<file path="config.mk">
export PLATFORM = sky130hd
export DESIGN_NAME = hs_fifo_pkt_reader
export DESIGN_NICKNAME = d
export VERILOG_FILES = /design/src/rtl/hs_fifo_pkt_reader_pkg.sv /design/src/rtl/hs_fifo_pkt_reader_oreg.sv /design/src/rtl/hs_fifo_pkt_reader.sv
export SDC_FILE = /design/constraint.sdc
export NUM_CORES = 1
export LEC_CHECK = 0
export CAP_MARGIN = 20
export CORE_MARGIN = 1
export CORE_UTILIZATION = 40
export CTS_CLUSTER_DIAMETER = 30
export DETAILED_ROUTE_END_ITERATION = 6
export GPL_ROUTABILITY_DRIVEN = 0
export GPL_TIMING_DRIVEN = 0
export MAX_ROUTING_LAYER = met4
export PLACE_DENSITY = 0.66
export SLEW_MARGIN = 10
export SYNTH_ARGS = -nofsm -noshare
export SYNTH_HDL_FRONTEND = slang
export SYNTH_SLANG_ARGS = --single-unit
</file>
<file path="constraint.sdc">
create_clock -name clk -period 5.51 [get_ports clk]
set_clock_uncertainty 0.2 [all_clocks]
set_input_delay 1.102 -clock clk [delete_from_list [all_inputs] [get_ports clk]]
set_output_delay 1.102 -clock clk [all_outputs]
set_load 0.1 [all_outputs]
</file>
<file path="src/rtl/hs_fifo_pkt_reader_pkg.sv">
// Shared types for the packet FIFO reader: FSM states and the header word layout.
package hs_fifo_pkt_reader_pkg;

  localparam int HDR_LEN_W = 16;
  // Header layout at the default 32-bit word / 4-bit channel configuration.
  localparam int HDR_DW    = 32;
  localparam int HDR_CW    = 4;

  typedef enum logic [1:0] {
    S_HDR,
    S_FWD,
    S_DISC
  } state_e;

  typedef struct packed {
    logic [HDR_LEN_W-1:0]               len;
    logic [HDR_DW-HDR_LEN_W-HDR_CW-1:0] reserved;
    logic [HDR_CW-1:0]                  chan;
  } pkt_hdr_t;

endpackage

</file>
<file path="src/rtl/hs_fifo_pkt_reader_oreg.sv">
// One-entry valid/ready register slice carrying a payload word, last flag and channel.
module hs_fifo_pkt_reader_oreg #(
  parameter int DATA_WIDTH = 32,
  parameter int CHAN_W     = 4
) (
  input  logic                  clk,
  input  logic                  rst_n,
  input  logic                  in_valid_i,
  output logic                  in_ready_o,
  input  logic [DATA_WIDTH-1:0] in_data_i,
  input  logic                  in_last_i,
  input  logic [CHAN_W-1:0]     in_chan_i,
  output logic                  out_valid_o,
  input  logic                  out_ready_i,
  output logic [DATA_WIDTH-1:0] out_data_o,
  output logic                  out_last_o,
  output logic [CHAN_W-1:0]     out_chan_o
);

  logic                  valid_q;
  logic [DATA_WIDTH-1:0] data_q;
  logic                  last_q;
  logic [CHAN_W-1:0]     chan_q;

  // Accept while empty or draining this cycle: full throughput, contents held on stall.
  assign in_ready_o = !valid_q || out_ready_i;

  always_ff @(posedge clk or negedge rst_n) begin
    if (!rst_n) begin
      valid_q <= 1'b0;
      data_q  <= '0;
      last_q  <= 1'b0;
      chan_q  <= '0;
    end else if (in_ready_o) begin
      valid_q <= in_valid_i;
      if (in_valid_i) begin
        data_q <= in_data_i;
        last_q <= in_last_i;
        chan_q <= in_chan_i;
      end
    end
  end

  assign out_valid_o = valid_q;
  assign out_data_o  = data_q;
  assign out_last_o  = last_q;
  assign out_chan_o  = chan_q;

endmodule

</file>
<file path="src/rtl/hs_fifo_pkt_reader.sv">
// Pops header+payload packets from the packet FIFO, filters by channel and streams
// the payload out with the channel as sideband; tracks length errors and packet counts.
module hs_fifo_pkt_reader #(
  parameter int DATA_WIDTH = 32,
  parameter int CHAN_W     = 4,
  parameter int CNT_W      = 16
) (
  input  logic                   clk,
  input  logic                   aresetn,
  input  logic                   rvalid,
  output logic                   rready,
  input  logic [DATA_WIDTH-1:0]  rdata,
  input  logic                   rlast,
  output logic                   rpeek,
  input  logic [2**CHAN_W-1:0]   cfg_chan_en,
  output logic                   mvalid,
  input  logic                   mready,
  output logic [DATA_WIDTH-1:0]  mdata,
  output logic                   mlast,
  output logic [CHAN_W-1:0]      mchan,
  input  logic                   err_clr,
  output logic                   err_len,
  output logic [CNT_W-1:0]       pkt_cnt,
  output logic [CNT_W-1:0]       drop_cnt,
  output logic                   busy
);
  import hs_fifo_pkt_reader_pkg::*;

  state_e               state_q, state_d;
  logic [CHAN_W-1:0]    chan_q, chan_d;
  logic [HDR_LEN_W-1:0] len_q, len_d, beat_q, beat_d, beat_nxt;
  logic [HDR_LEN_W-1:0] hdr_len;
  logic [CHAN_W-1:0]    hdr_chan;
  logic [CNT_W-1:0]     pkt_cnt_q, pkt_cnt_d, drop_cnt_q, drop_cnt_d;
  logic                 err_q, err_d, err_set;
  logic                 run_q;
  logic                 pop, o_rdy, o_vld, o_last;

  assign hdr_len  = rdata[DATA_WIDTH-1 -: HDR_LEN_W];
  assign hdr_chan = rdata[CHAN_W-1:0];
  assign beat_nxt = beat_q + HDR_LEN_W'(1);
  assign pop      = rvalid && rready;
  assign rpeek    = 1'b0;

  always_comb begin
    state_d    = state_q;
    chan_d     = chan_q;
    len_d      = len_q;
    beat_d     = beat_q;
    pkt_cnt_d  = pkt_cnt_q;
    drop_cnt_d = drop_cnt_q;
    err_set    = 1'b0;
    o_vld      = 1'b0;
    o_last     = 1'b0;
    // run_q keeps rready low from reset until the first clock after release.
    rready     = run_q;
    unique case (state_q)
      S_HDR: begin
        if (pop) begin
          chan_d = hdr_chan;
          len_d  = hdr_len;
          beat_d = '0;
          if (rlast) begin
            err_set    = (hdr_len != '0);
            drop_cnt_d = drop_cnt_q + CNT_W'(1);
          end else if (hdr_len == '0 || !cfg_chan_en[hdr_chan]) begin
            drop_cnt_d = drop_cnt_q + CNT_W'(1);
            state_d    = S_DISC;
          end else begin
            pkt_cnt_d = pkt_cnt_q + CNT_W'(1);
            state_d   = S_FWD;
          end
        end
      end
      S_FWD: begin
        rready = run_q && o_rdy;
        if (pop) begin
          o_vld  = 1'b1;
          beat_d = beat_nxt;
          if (rlast) begin
            o_last  = 1'b1;
            err_set = (beat_nxt != len_q);
            state_d = S_HDR;
          end else if (beat_nxt == len_q) begin
            // Oversize packet: close the output packet here, drop the tail.
            o_last  = 1'b1;
            err_set = 1'b1;
            state_d = S_DISC;
          end
        end
      end
      S_DISC: begin
        if (pop && rlast) state_d = S_HDR;
      end
      default: state_d = S_HDR;
    endcase
    err_d = err_set ? 1'b1 : (err_clr ? 1'b0 : err_q);
  end

  always_ff @(posedge clk or negedge aresetn) begin
    if (!aresetn) begin
      state_q    <= S_HDR;
      chan_q     <= '0;
      len_q      <= '0;
      beat_q     <= '0;
      pkt_cnt_q  <= '0;
      drop_cnt_q <= '0;
      err_q      <= 1'b0;
      run_q      <= 1'b0;
    end else begin
      state_q    <= state_d;
      chan_q     <= chan_d;
      len_q      <= len_d;
      beat_q     <= beat_d;
      pkt_cnt_q  <= pkt_cnt_d;
      drop_cnt_q <= drop_cnt_d;
      err_q      <= err_d;
      run_q      <= 1'b1;
    end
  end

  hs_fifo_pkt_reader_oreg #(
    .DATA_WIDTH (DATA_WIDTH),
    .CHAN_W     (CHAN_W)
  ) u_oreg (
    .clk         (clk),
    .rst_n       (aresetn),
    .in_valid_i  (o_vld),
    .in_ready_o  (o_rdy),
    .in_data_i   (rdata),
    .in_last_i   (o_last),
    .in_chan_i   (chan_q),
    .out_valid_o (mvalid),
    .out_ready_i (mready),
    .out_data_o  (mdata),
    .out_last_o  (mlast),
    .out_chan_o  (mchan)
  );

  assign err_len  = err_q;
  assign pkt_cnt  = pkt_cnt_q;
  assign drop_cnt = drop_cnt_q;
  assign busy     = (state_q != S_HDR) || mvalid;

endmodule

</file>
### Word-level counts from Yosys, hierarchy flattened

Index checks and enable logic that the tools add are counted.

| operators by class | value |
|---|---|
| add/sub/neg operators | 3 |
| $mul | 0 |
| div/mod/pow operators | 0 |
| $lt $le $gt $ge | 1 |
| equality and inequality tests | 9 |
| shift-type cells | 0 |
| multiplexer cells | 29 |
| bitwise gates (word level) | 2 |
| reductions and logical operators | 21 |

Operators with widths:

| cell | count |
|---|---|
| $mux W16 | 4 |
| $add A16 B1 Y16 const B | 3 |
| $pmux W16 S2 | 1 |
| $eq A16 B16 Y1 | 1 |
| $logic_not A16 Y1 | 1 |
| $ne A16 B16 Y1 | 1 |
| $reduce_bool A16 Y1 | 1 |
| $mux W1 | 14 |
| $mux W2 | 7 |
| $ne A2 B2 Y1 const B | 4 |
| $reduce_bool A2 Y1 | 4 |
| $pmux W2 S3 | 1 |
| $reduce_and A3 Y1 | 2 |
| $lt A4 B5 Y1 const B | 1 |
| $reduce_and A5 Y1 | 1 |
| $bmux W1 S4 | 1 |
| $reduce_and A2 Y1 | 2 |
| $reduce_and A4 Y1 | 1 |
| $logic_and A1 B1 Y1 | 3 |
| $logic_or A1 B1 Y1 | 3 |
| $ne A3 B3 Y1 const B | 1 |
| $eq A2 B1 Y1 const B | 1 |
| $eq A2 B2 Y1 const B | 1 |
| $logic_not A1 Y1 | 2 |
| other kinds (3) | 4 |

| word-level totals | value |
|---|---|
| flip-flop bits (word level) | 110 |
| latch bits | 0 |
| memory bits (writable) | 0 |
| bits in read-only memories | 0 |
| memories kept | 0 |

### Depth between registers and ports, before layout

Gate-level depths: netlist (run 1).

| depth | value |
|---|---|
| depth in word-level cells | 8 |
| gate-level depth with buffers | 12 |
| mapped depth without buffers | 11 |

### By module

Synthesis (run 1) repeated with hierarchy kept, for this count alone.

| unflattened totals | value |
|---|---|
| cells, all modules | 512 |
| area total of the unflattened synthesis | 5660.4 sq um |

By module, submodules not included:

| module | times used | cells an instance | area each (sq um) | seq. area each (sq um) |
|---|---|---|---|---|
| hs_fifo_pkt_reader | 1 | 431 | 4087.7 | 1801.7 |
| hs_fifo_pkt_reader_oreg | 1 | 81 | 1572.8 | 950.9 |

### Worst setup path after synthesis (run 1)

OpenSTA, ideal clock, no wires.

| timing | value |
|---|---|
| path kind | in2out |
| start | input port mready |
| end | output port rready |
| arrival | 1962 ps |
| required time | 4208 ps |
| setup slack | 2246 ps |
| cell stages on the path | 2 |
| buffers on the path | 0 |
| path through | nand2b_1 > o21a_1 |

| on the way | value |
|---|---|
| longest elaborated chain between the ends | 3 |

RTL lines:

| element | line | source |
|---|---|---|
| start, declared | hs_fifo_pkt_reader.sv:17 | `input logic mready,` |
| $logic_or A1 B1 Y1 | hs_fifo_pkt_reader_oreg.sv:26 | `assign in_ready_o = !valid_q \|\| out_ready_i;` |
| $logic_and A1 B1 Y1 | hs_fifo_pkt_reader.sv:76 | `rready = run_q && o_rdy;` |
| $mux W1 | hs_fifo_pkt_reader.sv:57 | `unique case (state_q)` |
| end, declared | hs_fifo_pkt_reader.sv:11 | `output logic rready,` |

No other way between the ends.

### Final worst setup path (run 1)

Same ends and word-level chain as after synthesis.

==> metrics.cfg, run 1 <==
[status]
outcome=finished, final reports clean

[cts]
cts_max_path_buffers=2
cts_buffers=9
cts_root_buf=clkbuf_16
cts_tree=built
post_cts_buffers=0
h-tree-depth=3
cts.clk_slew.worst_paths_ps=70
clock_sinks=110
cts_resized=0
postCtsHoldBufs=0
insertion_delay_ps=350

[worst_setup_path]
critPathArrivalTime_ps=2990
criticalPathCategory=in -> out
r2r-start=beat_q[0]
cp-end-kind=output pin
crit_start=mready
crit_path_start_kind=input pin
crit_fanout=2
cp_data_required_time_ps=4210

[power]
p_sw_share_pct=50.7
combPwrFrac_pct=53.2
p_clk_share_pct=17.0
vdd_drop_max_v=0.000564
power_mw=4.00
switchingPower_mw=2.03
p_leak_nw=3.22
power_density_nw_per_um2=555
p_int_mw=1.97
p_seq_share_pct=29.8

[drt]
drt-initial-drc-count=271
drt-total-wl_um=12600
routedWlPerCell_um=15.1
dr.pass1.iters=5
dr_total_vias=4318
ant_nets=0
routed_via_density=5.17
drc=0

[logic_synthesis]
synth_seq_cells=110
synth_cells=520
synth_cell_type_count=53
synth_largest_area_cell=dfrtp_1
synth_area_um2=5420
synth_area_per_cell_um2=10.4
synthFlopType=dfrtp_1
syn_nets=578
synth_top_area_share_pct=50.8
synthArstFlopShare_pct=100
synth_enable_flop_cells=0
synth-seq-area-share_pct=50.8
yosys_warnings=0
synth_area_leaders=dfrtp_1 51%, mux2_2 7.9%, nand2_1 7.3%, xor2_1 4.0%, xnor2_1 3.7%

[placement]
port_buffers=124
place_area_um2=6910
dpl.hpwl_um=9170
pre_cts_slack_ps=1210

[grt]
grt_pass1_vias=4257
grt_max_degree=78
grt_first_pass_wirelength_um=21200
track_usage_pct=19.6
antenna_found_initial=0
gr-total-overflow=0

[final_layout]
fin_area_um2=7220
drive_gt1_share_pct=11.5
final_common_cell=clkdlybuf4s50_1
nets=714
fill_cells=1195
n_antenna_cell=0
final_core_util_pct=54.5
area_growth_pct=33.1
final_cell_mix=123 x clkdlybuf4s50_1, 110 x dfrtp_1, 106 x nand2_1, 38 x mux2_2, 25 x xor2_1

[sta]
rsz0062_at_grt=false
maxSlewViolCount=0
worst_slack_ps=1220
finalCritPeriodShare_pct=77.8
worst_slew_pin_slew_ps=1050
max_slew_margin_pct=29.3
setup_viol=0
hold_ws_ps=273
fin_crit_ps=4290
fmax_mhz=233
hold_violations=0

[worst_hold_path]
min_from=pkt_cnt[15]
hold_path_class=reg -> reg

[floorplanning]
initial_core_util_pct=40.9
die_y_um=118
fp.dieArea_um2=14000
core_um2=13200
num_rows=42
pin_count=128
fp.dieW_um=118

[run]
cap_violations=0

## critical path: stages
cell             delay (ps)
clkdlybuf4s50_1         480
nand2b_1                120
o21a_1                  130
clkdlybuf4s50_1        1140
## per-stage QoR
stage / cells / TNS, ps
6_report: 836 / 0
3_5_place_dp: 821 / 0
2_1_floorplan: 520 / 0
3_3_place_gp: 820 / -117570
5_1_grt: 836 / 0
4_1_cts: 836 / 0
## logic make-up (layout without fill, tap and decap cells)
logic type / Yosys count / in the layout / synth area share [%]
flops: 110 / 110 / 50.8
fa+ha+maj: 4 / 4 / 0.923
buf+inv: 36 / 176 / 3.02
compound gates: 55 / 55 / 7.01
simple gates: 217 / 217 / 20.2
other cells: 2 / 2 / 0.138
mux: 48 / 48 / 10.2
xor+xnor: 48 / 48 / 7.75
## per-layer routing
| metal | global-route usage (%) | wire (um) | vias to the layer above |
|---|---|---|---|
| met5 | - | 0 | - |
| met4 | 5.46 | 133 | 0 |
| met3 | 4.78 | 557 | 10 |
| met2 | 30.2 | 5970 | 123 |
| met1 | 25.9 | 5960 | 2097 |
| li1 | - | - | 2088 |
## Yosys cell counts (all sizes together) (10+ instances only)
master,instances
o21ai,15
mux2,38
and3,16
nand4,12
xnor2,23
nand3,22
dfrtp,110
nor3,16
nor2,14
o31ai,10
clkbuf,11
inv,11
xor2,25
nand2,107
buf,14
## worst paths after layout
| check | slack, ps | cells past startpoint | endpoint |
|---|---|---|---|
| setup / recovery | 1220 | 4 | rready |
| hold / removal | 270 | 1 | pkt_cnt[15] |
| setup reg to reg | 2030 | 11 | err_len |
| hold reg to reg | 270 | 1 | pkt_cnt[15] |
| max in group asynchronous | 3990 | 2 | len_q[15] |
| min in group asynchronous | 430 | 1 | drop_cnt[0] |
## sequential cells by signal, indices dropped and copies added (netlist names)
signal and flops:
u_oreg.out_data_o 32, beat_q 16, drop_cnt 16, len_q 16
pkt_cnt 16, chan_q 4, u_oreg.out_chan_o 4, state_q 2
err_len 1, run_q 1, u_oreg.out_last_o 1, u_oreg.out_valid_o 1
## power by group through the flow
stage | sequential, mW | clock (mW) | combinational, mW
after floorplan | 2.39 | 0 | 0.413
after global placement | 1.20 | 0 | 2.11
after detailed placement | 1.21 | 0 | 2.13
after CTS | 1.20 | 0.704 | 2.14
after global routing | 1.22 | 0.735 | 2.21
final | 1.19 | 0.681 | 2.13
## cell type report
| class | instances | area, um2 | area share, % |
|---|---|---|---|
| plain buffers | 25 | 123 | 1.70 |
| clock buffers | 10 | 229 | 3.17 |
| clock inverters | 5 | 75.1 | 1.04 |
| inverters | 11 | 41.3 | 0.572 |
| multi-input cells | 374 | 2510 | 34.7 |
| flip-flops and latches | 110 | 2750 | 38.1 |
| well taps | 176 | 220 | 3.05 |
| repair buffers | 125 | 1270 | 17.6 |
(Power assumes the default switching activity.)
==> run 2, diff against run 1 <==
Settings changed: PLACE_DENSITY 0.66 to 0.69.
Clock period 5.51 ns to 3.6 ns, I/O delays scaled along.
==> metrics.cfg, run 2 (synthesis results as in run 1) <==
[drt]
routed_via_density=5.22
dr_total_vias=4373
dr.pass1.iters=5
drc=0
drt-initial-drc-count=375
drt-total-wl_um=12800
ant_nets=0
routedWlPerCell_um=15.3

[placement]
dpl.hpwl_um=9440
port_buffers=124
dp_cells=821

[cts]
h-tree-depth=3
cts_max_path_buffers=2
insertion_delay_ps=350
cts_root_buf=clkbuf_16
cts.clk_slew.worst_paths_ps=70
cts_tree=built
postCtsHoldBufs=0
clock_sinks=110
cts_buffers=9

[power]
p_seq_share_pct=30.2
switchingPower_mw=3.10
combPwrFrac_pct=53.7
p_int_mw=2.96
power_mw=6.06
power_density_nw_per_um2=840
p_leak_nw=3.22
vdd_drop_max_v=0.000573
p_sw_share_pct=51.1
p_clk_share_pct=16.1

[grt]
antenna_found_initial=0
grt_pass1_vias=4453
gr-total-overflow=0
grt_max_degree=70
grt_first_pass_wirelength_um=21800
track_usage_pct=20.1

[sta]
finalCritPeriodShare_pct=94.3
hold_violations=0
rsz0062_at_grt=false
setup_viol=0
maxSlewViolCount=0
worst_slew_pin_slew_ps=1020
fin_crit_ps=3400
max_slew_margin_pct=32.1
fmax_mhz=294

[worst_setup_path]
cp-end-kind=output pin
max_stage_delay_ps=1150
crit_slowest_cell=clkdlybuf4s50_1
criticalPathCategory=reg -> out
critPathArrivalTime_ps=2480
cp_data_required_time_ps=2680
worstPathCellList=clkbuf_1 -> or3_1 -> clkdlybuf4s50_1
crit_start=state_q[0]
crit_path_start_kind=register
crit_fanout=10
r2r_slack_ps=260
r2r-start=beat_q[0]

[final_layout]
area_growth_pct=33.1
final_core_util_pct=54.5
drive_gt1_share_pct=11.8
final_common_cell=clkdlybuf4s50_1
final_cells=837
fill_cells=1227
final_cell_mix=122 x clkdlybuf4s50_1, 110 x dfrtp_1, 106 x nand2_1, 38 x mux2_2, 25 x xor2_1
n_antenna_cell=0
nets=714
largest_reg_flops=32

[floorplanning]
pin_count=128
core_um2=13200
fp.dieW_um=118
num_rows=42
initial_core_util_pct=40.9
die_y_um=118
fp.dieArea_um2=14000

[worst_hold_path]
hold_path_class=in -> async

[run]
cap_violations=0

[status]
outcome=finished, final reports clean

## run 2: cell types whose count changed in the layout (fill, tap and decap cells not counted)
cell / change
bufinv_16: -2
clkbuf_8: +4
clkdlybuf4s50_1: -1
clkinv_2: -2
clkinv_4: +1
dlymetal6s2s_1: +1
ha_1: -1
ha_2: +1
## run 2: layer usage
layer / wire (um) / GRT usage [%] / vias to the layer above
li1: - / - / 2066
met1: 6010 / 26.8 / 2167
met2: 6070 / 31.4 / 125
met3: 525 / 2.94 / 15
met4: 171 / 7.28 / 0
met5: 0 / - / -
## run 2: cell type report
type                    count  area, um2  area share (%)
plain buffers              25        123            1.70
multi-input cells         374       2510            34.8
flip-flops and latches    110       2750            38.1
repair buffers            125       1270            17.6
inverters                  11       41.3           0.572
clock inverters             2       13.8           0.191
clock buffers              14        284            3.94
well taps                 176        220            3.05
## run 2: path summary, 6_finish.rpt
path | cells past startpoint | to
min in group clk | 1 | pkt_cnt[15]
worst min-delay path | 1 | drop_cnt[15]
max in group asynchronous | 2 | beat_q[9]
worst max register to register | 11 | err_len
worst min register to register | 1 | pkt_cnt[15]
worst max-delay path | 3 | busy
## run 2: metrics by stage
step           setup TNS [ps]  hold slack, ps  instance area [um2]  setup slack [ps]
3_5_place_dp                0             267                 6910              19.3
2_1_floorplan               0             224                 5420               684
4_1_cts                     0            85.2                 7210              10.5
3_3_place_gp          -284560             256                 6880             -2590
6_report                    0            74.3                 7220               204
5_1_grt                     0            97.8                 7220              6.55
## run 2: critical path: cells and delay by family, from the launching register on
kind                   cells  cell delay (ps)
buffers and inverters      2             1540
flip-flops                 1              390
AND/OR/NAND/NOR            1              190
## run 2: power groups by stage
stage	Combinational, mW	Sequential, mW	Clock [mW]
detailed placement	3.26	1.85	0
finish	3.25	1.83	0.979
global route	3.37	1.89	1.05
floorplan	0.632	3.65	0
CTS	3.27	1.83	1.02
global placement	3.23	1.83	0
## run 2: what timing repair did
action                                  4_1_cts  5_1_grt
resized for setup                             0        2
setup buffers                                 0        0
endpoints found under the setup margin        0        2
==> run 3, diff against run 2 <==
Settings changed: CAP_MARGIN 20 to 5, CTS_CLUSTER_SIZE set to 25.
==> results of run 3 <==
The final DEF is identical to that of run 2; final timing and power are the same.
